File: config.mk
export PLATFORM = sky130hd
export DESIGN_NAME = sfifo_fill_burst
export DESIGN_NICKNAME = d
export VERILOG_FILES = /design/src/rtl/sfifo_pkg.sv /design/src/rtl/sfifo_sticky.sv /design/src/rtl/sfifo_fill_burst.sv
export SDC_FILE = /design/constraint.sdc
export NUM_CORES = 1
export LEC_CHECK = 0
export ABC_AREA = 1
export CAP_MARGIN = 20
export CORE_MARGIN = 4
export CORE_UTILIZATION = 60
export CTS_BUF_LIST = sky130_fd_sc_hd__clkbuf_8
export CTS_CLUSTER_DIAMETER = 80
export DETAILED_ROUTE_END_ITERATION = 7
export PLACE_DENSITY_LB_ADDON = 0.25
export SLEW_MARGIN = 10
export SYNTH_ARGS = -nofsm -noshare
export SYNTH_HDL_FRONTEND = slang
export SYNTH_SLANG_ARGS = --single-unit
File: constraint.sdc
create_clock -name i_clk -period 11.4 [get_ports i_clk]
set_input_delay 2.85 -clock i_clk [delete_from_list [all_inputs] [get_ports i_clk]]
set_output_delay 2.85 -clock i_clk [all_outputs]
set_load 0.1 [all_outputs]
File: src/rtl/sfifo_pkg.sv
// Shared types and helpers for the burst-capable FIFO occupancy tracker.
// Provides the clamp helper, the registered flag bundle and the fill-width helper.
// Pure declarations: no logic, no latency, no backpressure of its own.
package sfifo_pkg;

  // Registered status flags derived from the next fill level.
  typedef struct packed {
    logic full;
    logic empty;
    logic almost_full;
    logic almost_empty;
  } flags_t;

  // Flag values held while in reset: FIFO is empty.
  localparam flags_t C_FLAGS_RST = '{full: 1'b0, empty: 1'b1,
                                     almost_full: 1'b0, almost_empty: 1'b1};

  // Smaller of two counts; used to clamp requests against data and space.
  function automatic int unsigned f_min(input int unsigned a, input int unsigned b);
    return (a < b) ? a : b;
  endfunction

  // Fill-level width for a given depth: must be able to hold depth itself.
  function automatic int C_FILLW(input int depth);
    return $clog2(depth) + 1;
  endfunction

endpackage

File: src/rtl/sfifo_sticky.sv
// Sticky error bit: latches on set, cleared on request, set beats clear.
// Latency: one cycle from set/clear to output.
// No backpressure; samples set/clear every cycle.
module sfifo_sticky
  import sfifo_pkg::*;
(
  input  logic i_clk,
  input  logic i_rst_n,
  input  logic i_set,
  input  logic i_clr,
  output logic o_q
);

  logic r_q;

  // Latch the error; a coincident clear must not hide a fresh event.
  always_ff @(posedge i_clk or negedge i_rst_n) begin
    if (!i_rst_n) begin
      r_q <= 1'b0;
    end else if (i_set) begin
      r_q <= 1'b1;
    end else if (i_clr) begin
      r_q <= 1'b0;
    end
  end

  assign o_q = r_q;

endmodule

File: src/rtl/sfifo_fill_burst.sv
// Occupancy tracker and flag generator for a FIFO taking multi-entry push/pop bursts.
// Latency: accepted counts are combinational; fill, flags and error pulses one cycle.
// Backpressure: requests are clamped to available data/space; the excess raises a pulse.
module sfifo_fill_burst
  import sfifo_pkg::*;
#(
  parameter  int G_FWFT      = 0,
  parameter  int G_MEMDEPTH  = 1024,
  parameter  int G_MAXBURST  = 4,
  localparam int G_ADDRWIDTH = $clog2(G_MEMDEPTH),
  localparam int G_CNTWIDTH  = $clog2(G_MAXBURST + 1)
) (
  input  logic                  i_clk,
  input  logic                  i_rst_n,
  input  logic [G_CNTWIDTH-1:0] i_wr_cnt,
  input  logic [G_CNTWIDTH-1:0] i_rd_cnt,
  input  logic [G_ADDRWIDTH:0]  i_af_thresh,
  input  logic [G_ADDRWIDTH:0]  i_ae_thresh,
  input  logic                  i_clr_sticky,
  output logic [G_CNTWIDTH-1:0] o_wr_acc,
  output logic [G_CNTWIDTH-1:0] o_rd_acc,
  output logic [G_ADDRWIDTH:0]  o_fill_level,
  output logic [G_ADDRWIDTH:0]  o_hwm,
  output logic                  o_full,
  output logic                  o_empty,
  output logic                  o_almost_full,
  output logic                  o_almost_empty,
  output logic                  o_overflow,
  output logic                  o_underflow,
  output logic                  o_overflow_sticky,
  output logic                  o_underflow_sticky
);

  // One spare bit above the fill width so space/sum never wrap.
  localparam int FW = C_FILLW(G_MEMDEPTH);
  localparam int XW = FW + 1;

  typedef logic [XW-1:0] ext_t;

  localparam ext_t C_DEPTH = ext_t'(G_MEMDEPTH);

  logic [FW-1:0] r_fill;
  logic [FW-1:0] r_hwm;
  flags_t        r_flags;
  logic          r_empty_dly;
  logic          r_ovf;
  logic          r_udf;

  ext_t          w_wr_req;
  ext_t          w_rd_req;
  ext_t          w_fill;
  ext_t          w_rd_acc;
  ext_t          w_space;
  ext_t          w_wr_acc;
  ext_t          w_fill_nxt;
  flags_t        w_flags_nxt;
  logic [FW-1:0] w_hwm_nxt;
  logic          w_ovf_nxt;
  logic          w_udf_nxt;

  // Out-of-range requests are treated as the largest legal burst.
  assign w_wr_req = ext_t'(f_min(32'(i_wr_cnt), 32'(G_MAXBURST)));
  assign w_rd_req = ext_t'(f_min(32'(i_rd_cnt), 32'(G_MAXBURST)));
  assign w_fill   = ext_t'(r_fill);

  // Reads only see data already stored; writes may reuse space freed by this cycle's reads.
  assign w_rd_acc   = ext_t'(f_min(32'(w_rd_req), 32'(w_fill)));
  assign w_space    = C_DEPTH - w_fill + w_rd_acc;
  assign w_wr_acc   = ext_t'(f_min(32'(w_wr_req), 32'(w_space)));
  assign w_fill_nxt = w_fill - w_rd_acc + w_wr_acc;

  assign w_ovf_nxt = (w_wr_req > w_space);
  assign w_udf_nxt = (w_rd_req > w_fill);

  assign o_wr_acc = G_CNTWIDTH'(w_wr_acc);
  assign o_rd_acc = G_CNTWIDTH'(w_rd_acc);

  // Flags come from the next fill so they line up with the registered fill level.
  always_comb begin
    w_flags_nxt              = C_FLAGS_RST;
    w_flags_nxt.full         = (w_fill_nxt == C_DEPTH);
    w_flags_nxt.empty        = (w_fill_nxt == '0);
    w_flags_nxt.almost_full  = (w_fill_nxt >= ext_t'(i_af_thresh));
    w_flags_nxt.almost_empty = (w_fill_nxt <= ext_t'(i_ae_thresh));
  end

  // Peak tracking; a clear restarts the peak from the level being entered.
  always_comb begin
    w_hwm_nxt = r_hwm;
    if (i_clr_sticky) begin
      w_hwm_nxt = w_fill_nxt[FW-1:0];
    end else if (w_fill_nxt > ext_t'(r_hwm)) begin
      w_hwm_nxt = w_fill_nxt[FW-1:0];
    end
  end

  // Occupancy, flags and one-cycle error pulses.
  always_ff @(posedge i_clk or negedge i_rst_n) begin
    if (!i_rst_n) begin
      r_fill      <= '0;
      r_hwm       <= '0;
      r_flags     <= C_FLAGS_RST;
      r_empty_dly <= 1'b1;
      r_ovf       <= 1'b0;
      r_udf       <= 1'b0;
    end else begin
      r_fill      <= w_fill_nxt[FW-1:0];
      r_hwm       <= w_hwm_nxt;
      r_flags     <= w_flags_nxt;
      r_empty_dly <= r_flags.empty;
      r_ovf       <= w_ovf_nxt;
      r_udf       <= w_udf_nxt;
    end
  end

  sfifo_sticky u_ovf_sticky (
    .i_clk   (i_clk),
    .i_rst_n (i_rst_n),
    .i_set   (w_ovf_nxt),
    .i_clr   (i_clr_sticky),
    .o_q     (o_overflow_sticky)
  );

  sfifo_sticky u_udf_sticky (
    .i_clk   (i_clk),
    .i_rst_n (i_rst_n),
    .i_set   (w_udf_nxt),
    .i_clr   (i_clr_sticky),
    .o_q     (o_underflow_sticky)
  );

  // In FWFT mode the head word needs an extra cycle to reach the output register.
  assign o_empty        = r_flags.empty | ((G_FWFT != 0) & r_empty_dly);
  assign o_full         = r_flags.full;
  assign o_almost_full  = r_flags.almost_full;
  assign o_almost_empty = r_flags.almost_empty;
  assign o_fill_level   = r_fill;
  assign o_hwm          = r_hwm;
  assign o_overflow     = r_ovf;
  assign o_underflow    = r_udf;

endmodule
* Yosys cells after proc, flatten, opt, wreduce, memory -nomap -nowiden
Index checks and enable logic that the tools add are counted.
** Word-level totals
- Bits of input ports :: 31
- Flip-flop bits (word level) :: 30
- Logic and storage cells :: 37
** Cells by class
- Add/sub/neg operators :: 4
- Order comparisons :: 9
- Mux-type cells :: 9
- Eq/ne operators :: 1
- Reductions and logical operators :: 4
** Operator list (count)
- $mux 11 :: 3
- $add 12x11->12 :: 1
- $add 12x12->12 :: 1
- $eq 12x11->1 const B :: 1
- $ge 12x11->1 :: 1
- $gt 12x11->1 :: 1
- $gt 3x12->1 :: 1
- $le 12x11->1 :: 1
- $logic_not 12->1 :: 1
- $lt 3x12->1 :: 1
- $mux 12 :: 1
- $sub 11x11->12 :: 1
- $sub 11x11->12 const A :: 1
- $gt 3x11->1 :: 1
- $lt 3x11->1 :: 1
- $lt 3x3->1 const B :: 2
- $mux 3 :: 2
- $reduce_bool 2->1 :: 3
- $mux 1 :: 3

* Logic depth before layout (Yosys ltp)
- Depth in word-level cells :: 11
- Gate-level depth with buffers :: 53
- Mapped depth without buffers :: 52

* Modules after synthesis
From an unflattened synthesis, not the netlist that was laid out.
** Unflattened totals
- Cell total of the unflattened synthesis :: 550
- Area total of the unflattened synthesis :: 3783.6 µm²
** Modules (own cells, without submodules)
- sfifo_fill_burst :: sequential area each 703.2 µm², instances 1, area each 3703.6 µm², cells an instance 540
- sfifo_sticky :: sequential area each 25.0 µm², instances 2, area each 40.0 µm², cells an instance 5

* Worst setup path before layout
No wires, ideal clock.
- Path kind :: input to register
- From :: in i_rd_cnt[1]
- To :: reg r_hwm[10] (netlist: o_hwm[10])
- Cell stages on the path :: 41
- Buffers on the path :: 1
- Required time :: 11330 ps
- Data arrival time :: 12328 ps
- Setup slack :: -997 ps
- Cells stage by stage :: inv_1 -> nor2_1 -> ha_1 -> nand2_1 -> o21ai_0 -> nand3_1 -> o21ai_0 -> ha_1 -> ha_1 -> ha_1 -> inv_1 -> ha_1 -> nand2_1 -> a21oi_2 -> nand2_2 -> nor2_4 -> nand2_2 -> nor2_4 -> [... 5 more ...] -> nand2_1 -> inv_2 -> nand2_1 -> nand2_1 -> nand3_1 -> xor2_1 -> ha_1 -> a21oi_1 -> o21a_1 -> nand2_1 -> nand2_1 -> nand2_1 -> nand2_1 -> nand2_1 -> nand2_1 -> clkbuf_1 -> nand4_1 -> nand2_1
** Between the ends
- Word-level cells in the longest chain between the ends :: 10
- Elaborated cells between the ends (all ways) :: 13
- Those cells by class :: add/sub (3); order compare (4); mux (5); reduce/logical (1)
** RTL lines
- start, declared :: line sfifo_fill_burst.sv:16 : input logic [G_CNTWIDTH-1:0] i_rd_cnt,
- $lt 3x3->1 :: line sfifo_pkg.sv:20 : return (a < b) ? a : b;
- $mux 3 (*) :: line sfifo_pkg.sv:20
- $lt 3x11->1 :: line sfifo_pkg.sv:20
- $mux 11 (*) :: line sfifo_pkg.sv:20
- named net o_rd_acc[1] :: line sfifo_fill_burst.sv:21 : output logic [G_CNTWIDTH-1:0] o_rd_acc,
- $add 12x11->12 (*) :: line sfifo_fill_burst.sv:68 : assign w_space = C_DEPTH - w_fill + w_rd_acc;
- $lt 3x12->1 :: line sfifo_pkg.sv:20
- $mux 12 (*) :: line sfifo_pkg.sv:20
- named net o_wr_acc[2] :: line sfifo_fill_burst.sv:20 : output logic [G_CNTWIDTH-1:0] o_wr_acc,
- $add 12x12->12 (*) :: line sfifo_fill_burst.sv:70 : assign w_fill_nxt = w_fill - w_rd_acc + w_wr_acc;
- named net w_fill_nxt[7] :: line sfifo_fill_burst.sv:55 : ext_t w_fill_nxt;
- $gt 12x11->1 (*) :: line sfifo_fill_burst.sv:92 : end else if (w_fill_nxt > ext_t'(r_hwm)) begin
- $reduce_bool 2->1 (no source line) (*)
- end signal, assigned :: line sfifo_fill_burst.sv:108 : r_hwm <= w_hwm_nxt;
- end, declared :: line sfifo_fill_burst.sv:43 : logic [FW-1:0] r_hwm;
Mark *: on every way through the listed nets, which the timed path passes. The rest lies on a longest branch. The select of a mux whose other input is x is not followed.
A chain may end at the register's enable or synchronous reset.

* Worst setup path after layout
- From :: in i_rd_cnt[2]
- To :: reg r_hwm[3] (netlist: o_hwm[3])
** Between the ends
- Word-level cells in the longest chain between the ends :: 10
- Elaborated cells between the ends (all ways) :: 13
- Those cells by class :: add/sub (3); order compare (4); mux (5); reduce/logical (1)
** RTL lines (line)
- $lt 3x3->1 :: sfifo_pkg.sv:20
- $mux 3 (*) :: sfifo_pkg.sv:20
- $lt 3x11->1 :: sfifo_pkg.sv:20
- $mux 11 (*) :: sfifo_pkg.sv:20
- $add 12x11->12 :: sfifo_fill_burst.sv:68
- $lt 3x12->1 :: sfifo_pkg.sv:20
- $mux 12 :: sfifo_pkg.sv:20
- $add 12x12->12 (*) :: sfifo_fill_burst.sv:70
- named net w_fill_nxt[9] :: sfifo_fill_burst.sv:55
- $gt 12x11->1 (*) :: sfifo_fill_burst.sv:92
- $reduce_bool 2->1 (no source line) (*)
Marked as above.

==> metrics <==
slew of the pin with the lowest slew margin 984.9 ps; portion of the clock cycle consumed by the worst path in the final layout 88.93%; Crit path arrival time 10320 ps; Iteration-0 DRC Markers 183; number of setup buffers added after CTS 0; Placer Congestion 0.9023; Setup Crit Path Kind input port to register; number of sinks handled by clock tree synthesis 30; number of global-route vias before repair 3906; average cell area after synthesis 6.789 um2; cell accounting for the most synthesized area sky130_fd_sc_hd__ha_1; crit-path max cell delay 540 ps; sequential-to-total area share from yosys stat 20.21%; highest achievable clock rate 0.09864 GHz; Chip Height 86.82 um; number of hold-slack violations in the final timing report 0; gate count of the mapped netlist 549; worst clock skew 7.043 ps; NumNets Final 737; area growth from synthesis to layout 23.57%; highest metal layer with signal wires met4; Max-cap violations 0; first-pass GRT wire length 16600 um; Total Negative Setup Slacks 0 ps; core region area 5991 um2; pin count of the biggest net entering global routing 31; via-per-instance ratio 5.375; leading cell type by number of instances after synthesis sky130_fd_sc_hd__nand2_1; end point of the critical path o_hwm[3]; Synth Flop Type sky130_fd_sc_hd__dfrtp_1; antenna violation net count after detailed routing 0; required time at the worst-slack endpoint 11580 ps; clock tree buffer depth 2; class of the worst hold path register to register; proportion of netlist area held by the largest area contributor 24.17%; clock insertion delay at the later pin of the skew report 290 ps; RSZ-0062 raised after global routing false; number of diodes added for antenna fixing 0; number of H-tree branching levels 2; count of synthesis-stage warnings from yosys 0; half-perimeter wire length of the detailed placement result 7934 um; Met3 Wirelength 408 um; detailed-routing wirelength on met1 3846 um; most frequent cells after synthesis 142 x sky130_fd_sc_hd__nand2_1, 118 x sky130_fd_sc_hd__inv_1, 72 x sky130_fd_sc_hd__ha_1; slack of the worst reg-to-reg path 3850 ps; WL per Instance 13.74 um; async set-reset flop share out of synthesis 100.0%; DIE WIDTH 86.82 um; Critical path origin i_rd_cnt[2]; number of I/O port buffers 66; I/O pin total 67; filler cell count 473; area enclosed by the die boundary 7537 um2; gr ovfl total 0; cell with the biggest individual delay on the critical path sky130_fd_sc_hd__clkdlybuf4s50_1; netlist area before placement 3727 um2; Residual DRC 0; number of enable-type register cells in the synthesized netlist 0; Total Routing Usage GR 27.45%; Post-Route WL 9715 um; met2 WL 5119 um; Synth cell types 37; vias post-DR 3800; r2r startpoint o_fill_level[7]; synthesis-stage register bit count 30; worst-case reg-to-reg path depth 39; effective utilization at floorplan 62.22%; area of the multi-input gates 2541 um2; Num CTS Buffers 5; row count 28; CP dominant cell by count sky130_fd_sc_hd__nand2_1; TritonCTS clock tree built; Worst Hold Path Cells 2; Worst setup EP type register; share of layout cells above drive strength 1 7.437%; count of endpoints failing setup in the final report 0; sort of element at the start of the critical path input port; clock root buffer sky130_fd_sc_hd__clkbuf_8; # hold bufs at CTS 0; Post-CTS Resized 0; drt first pass iters 4; number of antenna violations at the first check in global routing 0; Min Clock Period, post-route 10140 ps; Storage cell area 753.2 um2; clock-pin transition on the worst setup and hold timing paths 70 ps; R2R Path End o_hwm[3]; dominant cells by area after synthesis sky130_fd_sc_hd__ha_1 24%, sky130_fd_sc_hd__dfrtp_1 19%, sky130_fd_sc_hd__nand2_1 14%; critical path fanouts, max 12; Slew HR 34.14%; status completed; Slew Viols, Final 0
## layer usage
| layer | track usage [%] | vias to the layer above |
|---|---|---|
| met5 | 0 | - |
| met2 | 52.04 | 108 |
| li1 | - | 1898 |
| met1 | 29.50 | 1766 |
| met4 | 12.46 | 0 |
| met3 | 4.087 | 28 |
## cell type report
class,count,share of cell area [%]
repair buffers,67,14.34
inverters,124,10.11
flip-flops and latches,30,16.35
clock buffers,6,1.793
well taps,75,2.037
multi-input cells,403,55.18
clock inverters,2,0.1902
## stage by stage
| step | std cells | worst slack (ps) | utilization [%] | hold slack [ps] | area, um2 |
|---|---|---|---|---|---|
| 2_1_floorplan | 562 | 170.9 | - | 984.3 | 3784 |
| 3_3_place_gp | 699 | 1471 | 75.36 | 501.7 | 4514 |
| 3_5_place_dp | 699 | 1084 | 75.36 | 489.3 | 4514 |
| 4_1_cts | 707 | 1342 | 76.88 | 504.4 | 4606 |
| 5_1_grt | 707 | 689.3 | 76.88 | 523.5 | 4606 |
| 6_report | 707 | 1262 | 76.88 | 498.7 | 4606 |
## layout by cell type (no fill, tap or decap), types with 3 or more instances in the layout
cell type                         count
sky130_fd_sc_hd__nand2_1            142
sky130_fd_sc_hd__inv_1              119
sky130_fd_sc_hd__ha_1                72
sky130_fd_sc_hd__clkdlybuf4s50_1     63
sky130_fd_sc_hd__nor2_1              32
sky130_fd_sc_hd__nand3_1             29
sky130_fd_sc_hd__dfrtp_1             28
sky130_fd_sc_hd__nand4_1             24
sky130_fd_sc_hd__a21oi_1             22
sky130_fd_sc_hd__conb_1              15
sky130_fd_sc_hd__o21ai_0             11
sky130_fd_sc_hd__nand2_2              8
sky130_fd_sc_hd__inv_2                6
sky130_fd_sc_hd__or2_2                6
sky130_fd_sc_hd__clkbuf_8             6
sky130_fd_sc_hd__nor4_1               4
sky130_fd_sc_hd__buf_4                4
sky130_fd_sc_hd__xor2_1               3
sky130_fd_sc_hd__o21ai_1              3
sky130_fd_sc_hd__nand3_2              3
sky130_fd_sc_hd__o21bai_1             3
sky130_fd_sc_hd__nor2_4               3
sky130_fd_sc_hd__nand3b_1             3
sky130_fd_sc_hd__fa_1                 3
## worst min-delay path by stage
stage	slack (ps)	end	startpoint
detailed placement	490	u_udf_sticky.o_q	u_udf_sticky.o_q
global route	520	u_udf_sticky.o_q	u_udf_sticky.o_q
floorplan	980	u_ovf_sticky.o_q	u_ovf_sticky.o_q
finish	500	u_udf_sticky.o_q	u_udf_sticky.o_q
CTS	500	u_udf_sticky.o_q	u_udf_sticky.o_q
global placement	500	u_udf_sticky.o_q	u_udf_sticky.o_q
## flip-flops by register name, summed over array words and instances (netlist names)
signal and flops:
o_overflow 1, o_full 1, u_ovf_sticky.o_q 1, o_almost_empty 1, o_fill_level 11, o_hwm 11, o_underflow 1, o_almost_full 1
u_udf_sticky.o_q 1, o_empty 1
## cell families after synthesis
logic type               after synthesis  share of synthesized area [%]
AO/OA/AOI/OAI                         48                          7.117
XOR/XNOR                               4                          1.142
adder cells (fa/ha/maj)               75                          25.78
buffers and inverters                129                          13.12
flip-flops                            30                          20.21
other                                  2                         0.2015
AND/OR/NAND/NOR                      261                          32.43
## critical path, delay by kind of cell
kind | cells | cell delay (ps)
and+or+nand+nor | 28 | 3700
adders and majority gates | 7 | 2380
buffers and inverters | 4 | 770
AOI/OAI and AO/OA | 4 | 590
Power is left out: the tool's default activity adds up to more than one toggle a clock period on the data nets, which glitch-free logic cannot reach.
==> patch: new RTL, config.mk and constraints unchanged <==
The parameter `G_FWFT` goes from 0 to 1.
--- a/src/rtl/sfifo_fill_burst.sv
+++ b/src/rtl/sfifo_fill_burst.sv
@@ -5,5 +5,5 @@
   import sfifo_pkg::*;
 #(
-  parameter  int G_FWFT      = 0,
+  parameter  int G_FWFT      = 1,
   parameter  int G_MEMDEPTH  = 1024,
   parameter  int G_MAXBURST  = 4,
Behaviour: not the same (a bounded check fails within 4 cycles, from zero or initial values and one cycle with i_rst_n low).
==> patch against the unedited design <==
  * Core utilization rose by 0.49 points
  * Synthesized cell count rose by 0.36%
  * Routed wire length fell by 5.8%
  * Area after synthesis rose by 2.7%
  * Setup slack improved by 48 ps
  * First-iteration DRC count fell by 24%
  * Critical endpoint is now o_hwm[5]
  * Cell area rose by 1.8%
  * Sequential cell count rose by 1
Power is left out: the tool's default activity adds up to more than one toggle a clock period on the data nets, which glitch-free logic cannot reach.
==> patch: results (changes against the unedited design) <==
Pre-antenna DRT Iters: 5 (+1)
metal3 WL: 482 µm (+18%)
Max-slew headroom: 33.2% (-0.94 points)
slowest CP cell: xor2_1
routed wl met2: 4580 µm (-11%)
routed length on met1: 3810 µm (-0.96%)
M1 GR Usage: 30.7% (+1.2 points)
Hold Path End: r_empty_dly
Synth Instances: 551 (+0.36%)
origin of the critical flop-to-flop path: o_fill_level[2]
Cell Count Post-Placement: 702 (+0.43%)
Cell Area, Placed: 0.00460 mm² (+1.9%)
maximum cell stage delay along the critical path: 580 ps (+40 ps)
FMAX: 0.0991 GHz (+0.47%)
Hold Path Stages: 0 (-2)
GRT Util Overall: 25.7% (-1.8 points)
via count of the first global-routing pass: 3597 (-7.9%)
layout cell share with drive strength beyond 1: 8.52% (+1.1 points)
Worst setup endpoint: o_hwm[5]
Post-synth top cells: 147 x nand2_1, 121 x inv_1, 72 x ha_1
hold slack: 366 ps (-132 ps)
initial DRC count: 139 (-24%)
outcome: complete, no violations
Distinct cells, synth: 41 (+11%)
post-detail-place hpwl: 7610 µm (-4.0%)
Critical Path AT: 10260 ps (-60 ps)
Clock Skew: 4.10 ps (-2.95 ps)
-- patch: cell count changes after synthesis, sizes merged, moves of 2 or more --
cell / before / now
inv: 124 / 127
a21boi: 1 / 3
nor2: 35 / 32
nand2: 151 / 156
o21ai: 16 / 13
nor3: 3 / 6
a21oi: 24 / 19
xor2: 4 / 6
nand3: 33 / 27
-- patch: cell type report --
| type | count | area [µm²] | area share [%] |
|---|---|---|---|
| sequential | 31 | 779 | 16.6 |
| clock buffer | 6 | 82.6 | 1.76 |
| clock inverter | 1 | 5.00 | 0.107 |
| inverter | 127 | 477 | 10.2 |
| tap | 75 | 93.8 | 2.00 |
| multi-input combinational | 401 | 2580 | 55.1 |
| timing repair buffer | 68 | 668 | 14.2 |
-- patch: cell families after synthesis --
family	synth area share [%]
and+or+nand+nor	32.4
buffers and inverters	13.4
AOI/OAI and AO/OA	6.70
other	0.196
adders and majority gates	25.1
xor gates and xnor gates	1.86
DFF	20.4
